File: src/rtl/uart_rx.sv
// 8N1 UART receiver: two-flop synchronizer, mid-bit sampling against a latched
// divisor, one-cycle done strobe, and a sticky frame error released by the controller.
module uart_rx #(
    parameter int DATA_BITS = 8,
    parameter int MIN_DIV   = 4
) (
    input  logic                 clk,
    input  logic                 rst,
    input  logic [31:0]          clk_div,
    input  logic                 i_rxd,
    input  logic                 i_ctrl_done,
    output logic [DATA_BITS-1:0] o_rx,
    output logic                 o_rx_done,
    output logic                 o_rx_busy,
    output logic                 o_frame_err
);

    localparam int BIT_W = (DATA_BITS > 1) ? $clog2(DATA_BITS) : 1;

    typedef enum logic [2:0] {
        IDLE,
        START,
        DATA,
        STOP,
        ERR
    } state_t;

    state_t               state_q, state_d;
    logic                 sync1_q, sync1_d;
    logic                 rxs_q, rxs_d;
    logic                 rxs_dly_q, rxs_dly_d;
    logic [31:0]          div_q, div_d;
    logic [31:0]          half_q, half_d;
    logic [31:0]          cnt_q, cnt_d;
    logic [BIT_W-1:0]     bit_q, bit_d;
    logic [DATA_BITS-1:0] shift_q, shift_d;
    logic [DATA_BITS-1:0] rx_q, rx_d;
    logic                 rx_done_q, rx_done_d;
    logic                 busy_q, busy_d;
    logic                 frame_err_q, frame_err_d;
    logic                 ack_seen_q, ack_seen_d;
    logic [31:0]          div_sel;

    assign div_sel = (clk_div < 32'(MIN_DIV)) ? 32'(MIN_DIV) : clk_div;

    always_comb begin
        state_d     = state_q;
        sync1_d     = i_rxd;
        rxs_d       = sync1_q;
        rxs_dly_d   = rxs_q;
        div_d       = div_q;
        half_d      = half_q;
        cnt_d       = cnt_q;
        bit_d       = bit_q;
        shift_d     = shift_q;
        rx_d        = rx_q;
        rx_done_d   = 1'b0;
        frame_err_d = frame_err_q;
        ack_seen_d  = ack_seen_q;

        case (state_q)
            IDLE: begin
                if (rxs_dly_q && !rxs_q) begin
                    div_d   = div_sel;
                    half_d  = div_sel >> 1;
                    cnt_d   = 32'd0;
                    state_d = START;
                end
            end
            START: begin
                // A start bit that is high again at its midpoint is treated as noise.
                if (cnt_q == half_q - 32'd1) begin
                    cnt_d = 32'd0;
                    if (!rxs_q) begin
                        bit_d   = '0;
                        state_d = DATA;
                    end else begin
                        state_d = IDLE;
                    end
                end else begin
                    cnt_d = cnt_q + 32'd1;
                end
            end
            DATA: begin
                if (cnt_q == div_q - 32'd1) begin
                    shift_d[bit_q] = rxs_q;
                    cnt_d          = 32'd0;
                    if (bit_q == BIT_W'(DATA_BITS - 1)) begin
                        state_d = STOP;
                    end else begin
                        bit_d = bit_q + 1'b1;
                    end
                end else begin
                    cnt_d = cnt_q + 32'd1;
                end
            end
            STOP: begin
                if (cnt_q == div_q - 32'd1) begin
                    cnt_d = 32'd0;
                    if (rxs_q) begin
                        rx_d      = shift_q;
                        rx_done_d = 1'b1;
                        state_d   = IDLE;
                    end else begin
                        frame_err_d = 1'b1;
                        state_d     = ERR;
                    end
                end else begin
                    cnt_d = cnt_q + 32'd1;
                end
            end
            ERR: begin
                // Leave only once acknowledged and the line has returned to idle.
                ack_seen_d = ack_seen_q | i_ctrl_done;
                if (ack_seen_d && rxs_q) begin
                    frame_err_d = 1'b0;
                    ack_seen_d  = 1'b0;
                    state_d     = IDLE;
                end
            end
            default: begin
                state_d = IDLE;
            end
        endcase

        busy_d = (state_d != IDLE);
    end

    always_ff @(posedge clk) begin
        if (rst) begin
            state_q     <= IDLE;
            sync1_q     <= 1'b1;
            rxs_q       <= 1'b1;
            rxs_dly_q   <= 1'b1;
            div_q       <= 32'd0;
            half_q      <= 32'd0;
            cnt_q       <= 32'd0;
            bit_q       <= '0;
            shift_q     <= '0;
            rx_q        <= '0;
            rx_done_q   <= 1'b0;
            busy_q      <= 1'b0;
            frame_err_q <= 1'b0;
            ack_seen_q  <= 1'b0;
        end else begin
            state_q     <= state_d;
            sync1_q     <= sync1_d;
            rxs_q       <= rxs_d;
            rxs_dly_q   <= rxs_dly_d;
            div_q       <= div_d;
            half_q      <= half_d;
            cnt_q       <= cnt_d;
            bit_q       <= bit_d;
            shift_q     <= shift_d;
            rx_q        <= rx_d;
            rx_done_q   <= rx_done_d;
            busy_q      <= busy_d;
            frame_err_q <= frame_err_d;
            ack_seen_q  <= ack_seen_d;
        end
    end

    assign o_rx        = rx_q;
    assign o_rx_done   = rx_done_q;
    assign o_rx_busy   = busy_q;
    assign o_frame_err = frame_err_q;

endmodule

File: config.mk
export PLATFORM = sky130hd
export DESIGN_NAME = uart_rx
export DESIGN_NICKNAME = d
export VERILOG_FILES = /design/src/rtl/uart_rx.sv
export SDC_FILE = /design/constraint.sdc
export NUM_CORES = 1
export LEC_CHECK = 0
export CAP_MARGIN = 20
export CORE_ASPECT_RATIO = 0.5
export CORE_MARGIN = 5
export CORE_UTILIZATION = 46
export CTS_BUF_LIST = sky130_fd_sc_hd__clkbuf_2 sky130_fd_sc_hd__clkbuf_4 sky130_fd_sc_hd__clkbuf_8
export DETAILED_ROUTE_END_ITERATION = 8
export PLACE_DENSITY = 0.73
export REMOVE_ABC_BUFFERS = 1
export SLEW_MARGIN = 20
export SYNTH_ARGS = -nofsm -noshare
export SYNTH_HDL_FRONTEND = slang
export SYNTH_SLANG_ARGS = --single-unit
File: constraint.sdc
create_clock -name clk -period 8.2 [get_ports clk]
set_input_delay 1.23 -clock clk [delete_from_list [all_inputs] [get_ports clk]]
set_output_delay 1.23 -clock clk [all_outputs]
set_load 0.01 [all_outputs]
==> impl.org <==
** Clock tree
- Counting the buffers created by CTS gives 9.
- For this design, the sink count on the clock tree is 93.
- Clk Latency, worst-skew pair :: approximately 0.39 ns
- CTS built an H-tree with a depth of 3.
- Clock tree from TritonCTS :: built
- Root buf cell :: clkbuf_8
- In this run the post-CTS setup repair buffer count came out at 0.
- The clock passes through at most 2 buffers.
- In this run, post-CTS repair resized a total of 0 instances.
- Reg clk slew, reported paths :: 0.11 ns
- The number of hold buffers added after CTS was 0.

** Route
- Dividing the detail-routed via count by the number of cells gives a little over 6.
- WL/cell :: roughly 19 um
- For this block, the via count after detailed routing is 6488.
- First-pass detailed-route iteration total :: 5
- The final layout contains routed wiring with a total length of 19.6 mm.
- For this block, the initial DRC count from the detailed router was just under 700.
- The detail route stage leaves a number of antenna-violating nets equal to 0.
- Drc violations :: 0

** Logic synthesis
- Share of synthesized registers carrying an async set or reset :: 0%
- Cell area after synthesis :: between 0.006 and 0.007 mm^2
- Summing the sequential cell areas from Yosys gives between 20% and 30% of the chip area.
- Post-synth top area cell :: dfxtp_1
- Sorting the synthesized cells by how often they occur yields nand2_1, dfxtp_1, clkbuf_1.
- Yosys Warn Count :: 0
- Most numerous cell in the Yosys netlist :: nand2_1
- Syn_area_per_cell :: around 7.5 um^2
- Yosys mapped a number of flops with a built-in enable equal to 0.
- Of the post-synthesis cell area, the dominant cell type holds about 29%.
- Among all flip-flop cells after synthesis, the most frequent one is dfxtp_1.
- Distinct cell type count of the synthesized netlist :: between 60 and 70
- Gate Count Post-Synth :: 854
- Post-synthesis register bit count :: 93
- Yosys attributes the largest share of cell area to dfxtp_1, nand2_1, xnor2_1, xor2_1, a21oi_1.

** STA
- Achievable frequency :: between 200 and 250 MHz
- Dividing the final minimum period by the clock period gives between 50% and 60%.
- Minimum clock period :: ~4.3 ns
- Summed over all failing endpoints, the final setup total negative slack is 0 ns.
- Headroom to the max-slew limit came out at 33.8%.
- Transition time at the pin with the least slew margin :: 0.993 ns
- Slew Limit Fails :: 0
- Setup repair after global routing left no endpoint under its margin.
- For the final database, setup skew stands at about 0.018 ns.
- Number of hold violations in the final report :: 0
- Final setup violation count :: 0

** Floorplan
- Count of standard-cell rows :: 30
- Count of pins on the block boundary :: between 40 and 50
- Die footprint :: 0.0165 mm^2
- Core box area :: between 0.01 and 0.015 mm^2
- Starting utilization of the core area :: approximately 47%
- The die is a little over 90 um tall.
- From left edge to right edge, the die measures roughly 180 um.

** Global routing
- In the global route stage, met2 resource usage came out at ~34%.
- In the global route stage, met3 resource usage came out at under 10%.
- Overall track demand over capacity in global routing :: 23.5%
- Vias in the first global route :: a little under 6000
- The total overflow left after global routing is 0.
- The first global-routing pass estimated 31.2 mm of wire.
- Met1 Resource Use GR :: 34.2%
- Entering global routing, the biggest net connects 59 pins.
- Most used routing layer :: met2
- The initial antenna violation count is 1.

** Critical path
- The setup check on the worst reg-to-reg path leaves a slack of about 3.9 ns.
- The worst register-to-register path begins at div_q[2].
- Data on the critical path arrives at its endpoint at approximately 4.6 ns.
- RR Endpoint :: cnt_q[9]
- For this design, the slowest cell found on the critical path is or4_1.
- Critical path data required time :: around 8.5 ns
- The largest single stage delay on the critical path is approximately 0.57 ns.
- Traced cell by cell, the critical path runs through inv_1 -> ha_1 -> nor2b_1 -> nand4_1 -> o31ai_1 -> nand4_1 -> or4_1 -> or4_4 -> o2bb2ai_2 -> buf_4 -> nand2_1 -> o211ai_1.
- CP Max Fanout :: 48
- For the worst flop-to-flop path, the logic depth is 12.
- The worst setup path is launched from a flip-flop.
- The cell that appears most often on the critical path is nand4_1.
- Sort of element at the end of the critical path :: flip-flop
- Setup Crit Path Kind :: flip-flop to flip-flop

** Flow run
- The tool flagged a number of max-cap violations equal to 0.

** Hold path
- Counting instances, the worst hold path has a depth of 1.
- For hold timing, the worst endpoint is rxs_dly_d.
- The worst hold path begins at rxs_d.
- The min-delay analysis places its worst path in the category flip-flop to flip-flop.

** Run status
- Run status :: completed

** Power
- Leakage component of the power :: between 2 and 3 nW
- Peak supply drop :: 0.0829 mV
- The design draws between 1 and 1.5 mW.
- Pwr dens :: 150 mW/mm^2

** Placed design
- DP HPWL :: 14.8 mm
- In this run the tool buffered the top-level ports with 46 buffer cells.
- The congestion estimate from routability-driven global placement came to between 1 and 1.5.
- After detailed placement, the design holds a cell count of around 1000.

** Final layout
- Cells with a size suffix above 1 make up under 10% of the layout.
- # fillers :: between 1000 and 1500
- Net count of the finished layout :: roughly 900
- Excluding fillers, the count of instances in the completed layout stands at roughly 1000.
- At the end of the flow the core is filled with cells to between 50% and 60%.
- From synthesis to final layout, the design area changed by 9.96%.
- Final antenna diode count :: 0
==> per-stage QoR <==
step	hold WS (ns)	area (um^2)	setup slack, ns
3_3_place_gp	0.398	6830	4.04
3_5_place_dp	0.402	6830	4.02
6_report	0.427	7030	3.88
4_1_cts	0.431	7030	3.99
2_1_floorplan	0.389	6090	4.32
5_1_grt	0.456	7030	3.54
==> report_power, final <==
| group | switching, mW | internal (mW) |
|---|---|---|
| Sequential | 0.0176 | 0.458 |
| Clock | 0.197 | 0.121 |
| Combinational | 0.154 | 0.106 |
| Total | 0.368 | 0.685 |
==> worst max-delay path by stage <==
stage                  start   endpoint  slack (ns)
floorplan           div_q[2]  cnt_q[25]        4.32
finish              div_q[2]   cnt_q[9]        3.88
global placement    div_q[2]    o_rx[7]        4.04
detailed placement  div_q[2]    o_rx[3]        4.02
CTS                 div_q[2]    o_rx[3]        3.99
global route        div_q[3]    o_rx[1]        3.54
==> sequential cells by signal (all words and copies together) (netlist names) <==
name / flops
rxs_dly_q: 1
div_q: 32
rxs_d: 1
ack_seen_q: 1
o_rx: 8
shift_q: 8
rxs_dly_d: 1
o_frame_err: 1
cnt_q: 32
bit_q: 3
o_rx_done: 1
state_q: 3
o_rx_busy: 1
==> metal layers <==
metal | share of wire [%] | vias up
li1 | - | 3085
met3 | 9.0 | 34
met5 | 0 | -
met2 | 41 | 267
met4 | 1.8 | 0
met1 | 48 | 3102
==> worst max-delay path: cells and delay by family, from the launching register on <==
kind | cells | cell delay, ns
buffers and inverters | 2 | 0.41
flip-flops | 1 | 0.39
AND/OR/NAND/NOR | 6 | 2.46
adder cells (fa/ha/maj) | 1 | 0.34
AO/OA/AOI/OAI | 3 | 0.57
==> layout by cell type (no fill, tap or decap), drive strengths merged, types with 6 or more instances in the layout <==
cell / n
o211ai: 13
a21oi: 52
nor2: 50
nand2: 105
clkdlybuf4s50: 45
mux2i: 12
and3: 12
nor2b: 6
nand3: 35
nor3: 27
nor4: 27
buf: 7
inv: 32
xnor2: 45
a22oi: 6
o21ai: 35
o31ai: 7
clkbuf: 9
nand4: 26
nand3b: 11
nand2b: 7
dfxtp: 93
or4: 26
nor4b: 6
or3: 18
xor2: 32
a31oi: 35
and2: 6
o22ai: 8
==> final cells by class <==
type                    count  area, um^2  area share, %
repair buffers             52         500           7.12
clock inverters             7        75.1           1.07
multi-input cells         662        4120           58.6
clock buffers               9         124           1.76
flip-flops and latches     93        1860           26.5
well taps                 192         240           3.42
inverters                  29         109           1.55
==> cells by family (layout without fill, tap and decap cells) <==
kind of cell / count (synthesis) / count (layout) / share of synthesized area, %
xor+xnor: 77 / 77 / 10.5
simple gates: 382 / 382 / 32.6
mux: 15 / 15 / 2.41
fa+ha+maj: 5 / 5 / 0.978
buf+inv: 99 / 97 / 6.47
compound gates: 183 / 183 / 17.9
flops: 93 / 93 / 29.1
Power figures use the tool's default switching activity.
